==> config.mk <==
export PLATFORM = sky130hd
export DESIGN_NAME = spw_tx_fifo_bridge
export DESIGN_NICKNAME = d
export VERILOG_FILES = /design/src/rtl/spw_tx_fifo_bridge.sv
export SDC_FILE = /design/constraint.sdc
export NUM_CORES = 1
export LEC_CHECK = 0
export ABC_AREA = 1
export BUFFER_PORTS_ARGS = -buffer_cell sky130_fd_sc_hd__buf_2
export CORE_UTILIZATION = 51
export CTS_CLUSTER_DIAMETER = 100
export DETAILED_ROUTE_END_ITERATION = 8
export PLACE_DENSITY = 0.73
export SLEW_MARGIN = 5
export SYNTH_ARGS = -nofsm -noshare
export SYNTH_HDL_FRONTEND = slang
export SYNTH_SLANG_ARGS = --single-unit
export TNS_END_PERCENT = 20
==> constraint.sdc <==
create_clock -name clk -period 1.85 [get_ports clk]
set_input_delay 0.2775 -clock clk [delete_from_list [all_inputs] [get_ports clk]]
set_output_delay 0.2775 -clock clk [all_outputs]
set_load 0.02 [all_outputs]
==> src/rtl/spw_tx_fifo_bridge.sv <==
// Avalon-MM to SpaceWire codec transmit bridge.
// Software pushes 9-bit {flag, data} characters into a small FIFO. The head entry is
// presented to the codec, and one entry is popped on each edge where tx_write and
// tx_rdy are both high.
//
// Ports:
//   clk, reset_n       system clock, asynchronous active-low reset
//   address            register select: 0 data, 1 status/control, 2 irq enable, 3 sent count
//   chipselect,        Avalon-MM slave select and active-low write strobe
//   write_n
//   writedata,         Avalon-MM write data and zero-wait read data
//   readdata
//   tx_write           high while the FIFO holds an entry; tx_flag/tx_data carry the head
//   tx_flag, tx_data
//   tx_rdy             codec ready
//   irq                level interrupt: empty and/or sticky overflow, each gated by an enable
module spw_tx_fifo_bridge #(
  parameter int unsigned DEPTH = 8,
  parameter int unsigned LW    = 4
) (
  input  logic        clk,
  input  logic        reset_n,
  input  logic [1:0]  address,
  input  logic        chipselect,
  input  logic        write_n,
  input  logic [31:0] writedata,
  output logic [31:0] readdata,
  output logic        tx_write,
  output logic        tx_flag,
  output logic [7:0]  tx_data,
  input  logic        tx_rdy,
  output logic        irq
);

  localparam int unsigned AW = (DEPTH > 1) ? $clog2(DEPTH) : 1;

  logic [8:0]    r_mem [DEPTH];
  logic [AW-1:0] r_wptr;
  logic [AW-1:0] r_rptr;
  logic [LW-1:0] r_level;
  logic          r_ovf;
  logic [1:0]    r_en;
  logic [15:0]   r_sent;

  logic w_wr;
  logic w_empty;
  logic w_full;
  logic w_pop;
  logic w_push_req;
  logic w_push;
  logic w_flush;
  logic w_ovf_set;
  logic w_ovf_clr;
  logic w_sent_clr;
  logic [8:0] w_head;

  assign w_wr       = chipselect & ~write_n;
  assign w_empty    = (r_level == '0);
  assign w_full     = (r_level == LW'(DEPTH));
  assign w_pop      = ~w_empty & tx_rdy;
  assign w_push_req = w_wr & (address == 2'd0);
  // A full FIFO still accepts a push when the codec drains an entry on the same edge.
  assign w_push     = w_push_req & (~w_full | w_pop);
  assign w_ovf_set  = w_push_req & w_full & ~w_pop;
  assign w_ovf_clr  = w_wr & (address == 2'd1) & writedata[0];
  assign w_flush    = w_wr & (address == 2'd1) & writedata[1];
  assign w_sent_clr = w_wr & (address == 2'd3);
  assign w_head     = r_mem[r_rptr];

  assign tx_write = ~w_empty;
  assign tx_flag  = w_head[8];
  assign tx_data  = w_head[7:0];
  assign irq      = (r_en[0] & w_empty) | (r_en[1] & r_ovf);

  // Storage needs no reset: level 0 hides whatever it holds.
  always_ff @(posedge clk) begin
    if (w_push) begin
      r_mem[r_wptr] <= writedata[8:0];
    end
  end

  always_ff @(posedge clk or negedge reset_n) begin
    if (!reset_n) begin
      r_wptr  <= '0;
      r_rptr  <= '0;
      r_level <= '0;
      r_ovf   <= 1'b0;
      r_en    <= 2'b00;
      r_sent  <= '0;
    end else begin
      // Flush overrides any pop on the same edge; the pop is still counted below.
      if (w_flush) begin
        r_wptr  <= '0;
        r_rptr  <= '0;
        r_level <= '0;
      end else begin
        if (w_push) r_wptr <= r_wptr + 1'b1;
        if (w_pop)  r_rptr <= r_rptr + 1'b1;
        if (w_push && !w_pop) begin
          r_level <= r_level + 1'b1;
        end else if (!w_push && w_pop) begin
          r_level <= r_level - 1'b1;
        end
      end

      if (w_ovf_set) begin
        r_ovf <= 1'b1;
      end else if (w_ovf_clr) begin
        r_ovf <= 1'b0;
      end

      if (w_wr && (address == 2'd2)) begin
        r_en <= writedata[1:0];
      end

      if (w_sent_clr) begin
        r_sent <= '0;
      end else if (w_pop) begin
        r_sent <= r_sent + 16'd1;
      end
    end
  end

  always_comb begin
    readdata = '0;
    case (address)
      2'd1: begin
        readdata[LW-1:0] = r_level;
        readdata[8]      = w_empty;
        readdata[9]      = w_full;
        readdata[10]     = r_ovf;
      end
      2'd2:    readdata[1:0]  = r_en;
      2'd3:    readdata[15:0] = r_sent;
      default: readdata = '0;
    endcase
  end

endmodule

==> flow_metrics.tcl <==
set metrics [dict create \
    numCtsBuffers 9 \
    nFillCells 744 \
    diodes 0 \
    die_h_um 99.73 \
    avgSynthCellArea_um2 10.02 \
    gp_congestion 0.8624 \
    cts-root-buf "clkbuf_8" \
    io_pins 82 \
    overflow 0 \
    synth_xor_area_share_pct 0.1798 \
    start_kind "register" \
    setup_tns_ns -0.7022 \
    worst_pin_slew_ns 0.6669 \
    clockPowerShare_pct 17.3 \
    num_vias 3605 \
    whs_path_depth 1 \
    grt_pass1_vias 3406 \
    synth_cell_type_count 34 \
    synth_top_family_by_area "simple AND/OR/NAND/NOR gates" \
    synth-edff-count 72 \
    die_w_um 99.73 \
    slowest_stage "dfrtp_2" \
    path_cells "clkbuf_16 -> mux2i_1 -> o22ai_1 -> nand2_1 -> nand2_1 -> buf_2" \
    hold_violations 0 \
    grt_pass1_wl_um 16370 \
    port_buffers 42 \
    p_per_area_nw_per_um2 1325 \
    leakage_nw 2.389 \
    start_util_pct 52.71 \
    endpoint_kind "output pin" \
    p_comb_share_pct 43.9 \
    area_growth_pct 17.93 \
    p_sw_mw 3.016 \
    ys_seq_area_share_pct 59.29 \
    fin_cells 693 \
    rsz0062_at_grt "yes" \
    cap_violations 0 \
    final_area_um2 5744 \
    seq_area_um2 2889 \
    die-area_um2 9946 \
    synthAdderAreaFrac_pct 1.695 \
    crit_type "reg2out" \
    clk-insertion-delay-late_ns 0.37 \
    setup_violations 9 \
    wl_um 10330 \
    cp_common_cell "nand2_1" \
    cp.arrival_ns 1.68 \
    drtPass1Iterations 5 \
    synthCells 486 \
    layout-drive-gt1-share_pct 23.40 \
    worst_slack_ns -0.1061 \
    synthMuxAreaShare_pct 3.699 \
    slowest_delay_ns 0.50 \
    synth-seq-cells 101 \
    path_clk_slew_ns 0.10 \
    slew_headroom_pct 55.54 \
    hold_class "in2reg" \
    num_rows 35 \
    period_share_pct 105.7 \
    seq_power_share_pct 38.9 \
    route.detailed.drc 0 \
    synth_warnings 0 \
    internal-power_mw 4.593 \
    skew_ns 0.01290 \
    multi_input_area_um2 1755 \
    place_hpwl_um 6971 \
    finalMaxSlewViolations 0 \
    violations "negative setup slack" \
    cts_tree "done" \
    antenna_found_initial 0 \
    drt-initial-drc-count 166 \
    numClockSinks 101 \
    synth-main-ff-cell "edfxtp_1" \
    dpl_cell_area_um2 5360 \
    fin_util_pct 62.17 \
    h-tree-depth 3 \
    r2r_cells 13 \
    swShare_pct 39.64 \
    cp.depth 6 \
    dpl.cell_count 670 \
    synthSimpleGateAreaFrac_pct 18.62 \
    status "finished, violations left" \
    final_antenna_net_count 0 \
    synthArstFlopShare_pct 28.71 \
    path_buf_inv 2 \
    layout.nets 604 \
    period_minus_slack_ns 1.956 \
    syn_area_um2 4871 \
    grt_usage_pct 21.57 \
    worstPathRequired_ns 1.57 \
    routed_via_density 5.202 \
    grt_max_degree 37 \
    wl_per_cell_um 14.90 \
    cts_max_path_buffers 2 \
    fmax_mhz 511.2 \
    core_area_um2 9240 \
    cp_top_family "flip-flops" \
    ir_worst_vdd_mv 0.7272 \
    synth_compound_area_share_pct 8.939 \
    cp_max_fo 14 \
]
-- final timing paths --
check	startpoint	endpoint	slack [ns]
worst max-delay path	r_rptr[0]	tx_data[7]	-0.11
worst min register to register	r_sent[15]	r_sent[15]	0.52
worst min-delay path	writedata[3]	r_mem[1][3]	0.17
max in group asynchronous	reset_n	r_rptr[0]	0.90
min in group asynchronous	reset_n	r_sent[11]	0.47
worst max register to register	r_level[2]	r_level[3]	0.09
-- Yosys cell counts, types with 5 or more instances --
master	count	area, µm²
nand4_1	12	75.07
ha_1	5	62.56
edfxtp_1	72	2162
buf_4	17	127.6
nand2_1	103	386.6
o22ai_1	19	118.9
inv_1	37	138.9
nand3_1	18	90.09
nor2_1	62	232.7
nand2_2	5	31.28
mux2i_1	18	180.2
clkbuf_1	8	30.03
a21oi_1	8	40.04
o21ai_0	43	215.2
buf_2	6	30.03
dfrtp_1	29	725.7
-- metal layers --
layer  vias to the layer above  track usage, %  routed length [µm]
li1                       1786               -                   -
met1                      1693           28.43                4541
met5                         -               0                   0
met2                       115           36.82                5117
met3                        11           3.584                 548
met4                         0           6.335                 117
-- cells in the final DEF (no fill, tap or decap), types with 12 or more instances in the layout --
cell       n
buf_2     34
buf_4     32
conb_1    16
dfrtp_1   28
edfxtp_1  72
inv_1     35
mux2i_1   12
nand2_1   99
nand3_1   18
nand4_1   12
nor2_1    56
o21ai_0   41
o22ai_1   17
-- stage by stage --
| step | setup WS, ns | hold WS [ns] | total power, mW |
|---|---|---|---|
| 3_3_place_gp | 0.1043 | 0.3576 | 5.722 |
| 3_5_place_dp | 0.07925 | 0.3587 | 5.806 |
| 2_1_floorplan | -0.02776 | -0.01809 | 4.970 |
| 5_1_grt | -0.1747 | 0.1811 | 8.069 |
| 4_1_cts | -0.07705 | 0.1605 | 7.198 |
| 6_report | -0.1061 | 0.1712 | 7.609 |
-- final cells by class --
cell class / instances / share of cell area (%)
clock buffer: 9 / 2.156
clock inverter: 7 / 0.9802
inverter: 40 / 2.744
multi-input combinational: 328 / 30.56
sequential: 101 / 50.29
tap: 129 / 2.810
timing repair buffer: 79 / 10.46
-- kinds of logic after synthesis --
kind of cell             count (synthesis)
buffers and inverters                   72
AO/OA/AOI/OAI                           77
multiplexers                            18
adder cells (fa/ha/maj)                  6
AND/OR/NAND/NOR                        210
other                                    1
XOR/XNOR                                 1
flip-flops                             101
-- power by group through the flow --
stage	clock network (mW)	logic, mW	registers, mW
2_1_floorplan	0	2.07	2.89
3_3_place_gp	0	2.77	2.96
3_5_place_dp	0	2.85	2.96
4_1_cts	1.35	2.94	2.91
5_1_grt	1.42	3.66	2.99
6_report	1.31	3.34	2.96
-- state kept, by name, indices dropped and copies added, names as in the netlist --
register / count
r_en: 2
r_wptr: 3
r_rptr: 3
r_level: 4
r_ovf: 1
r_sent: 16
r_mem: 72
-- repair_timing --
action,CTS,global route
cloned,0,3
endpoints found under the hold margin,29,0
gates resized for setup,7,33
hold buffers,1,0
pin swaps,0,10
setup endpoints to repair,9,72
buffers inserted,0,3
No activity file was read; power rests on OpenSTA's default activity.
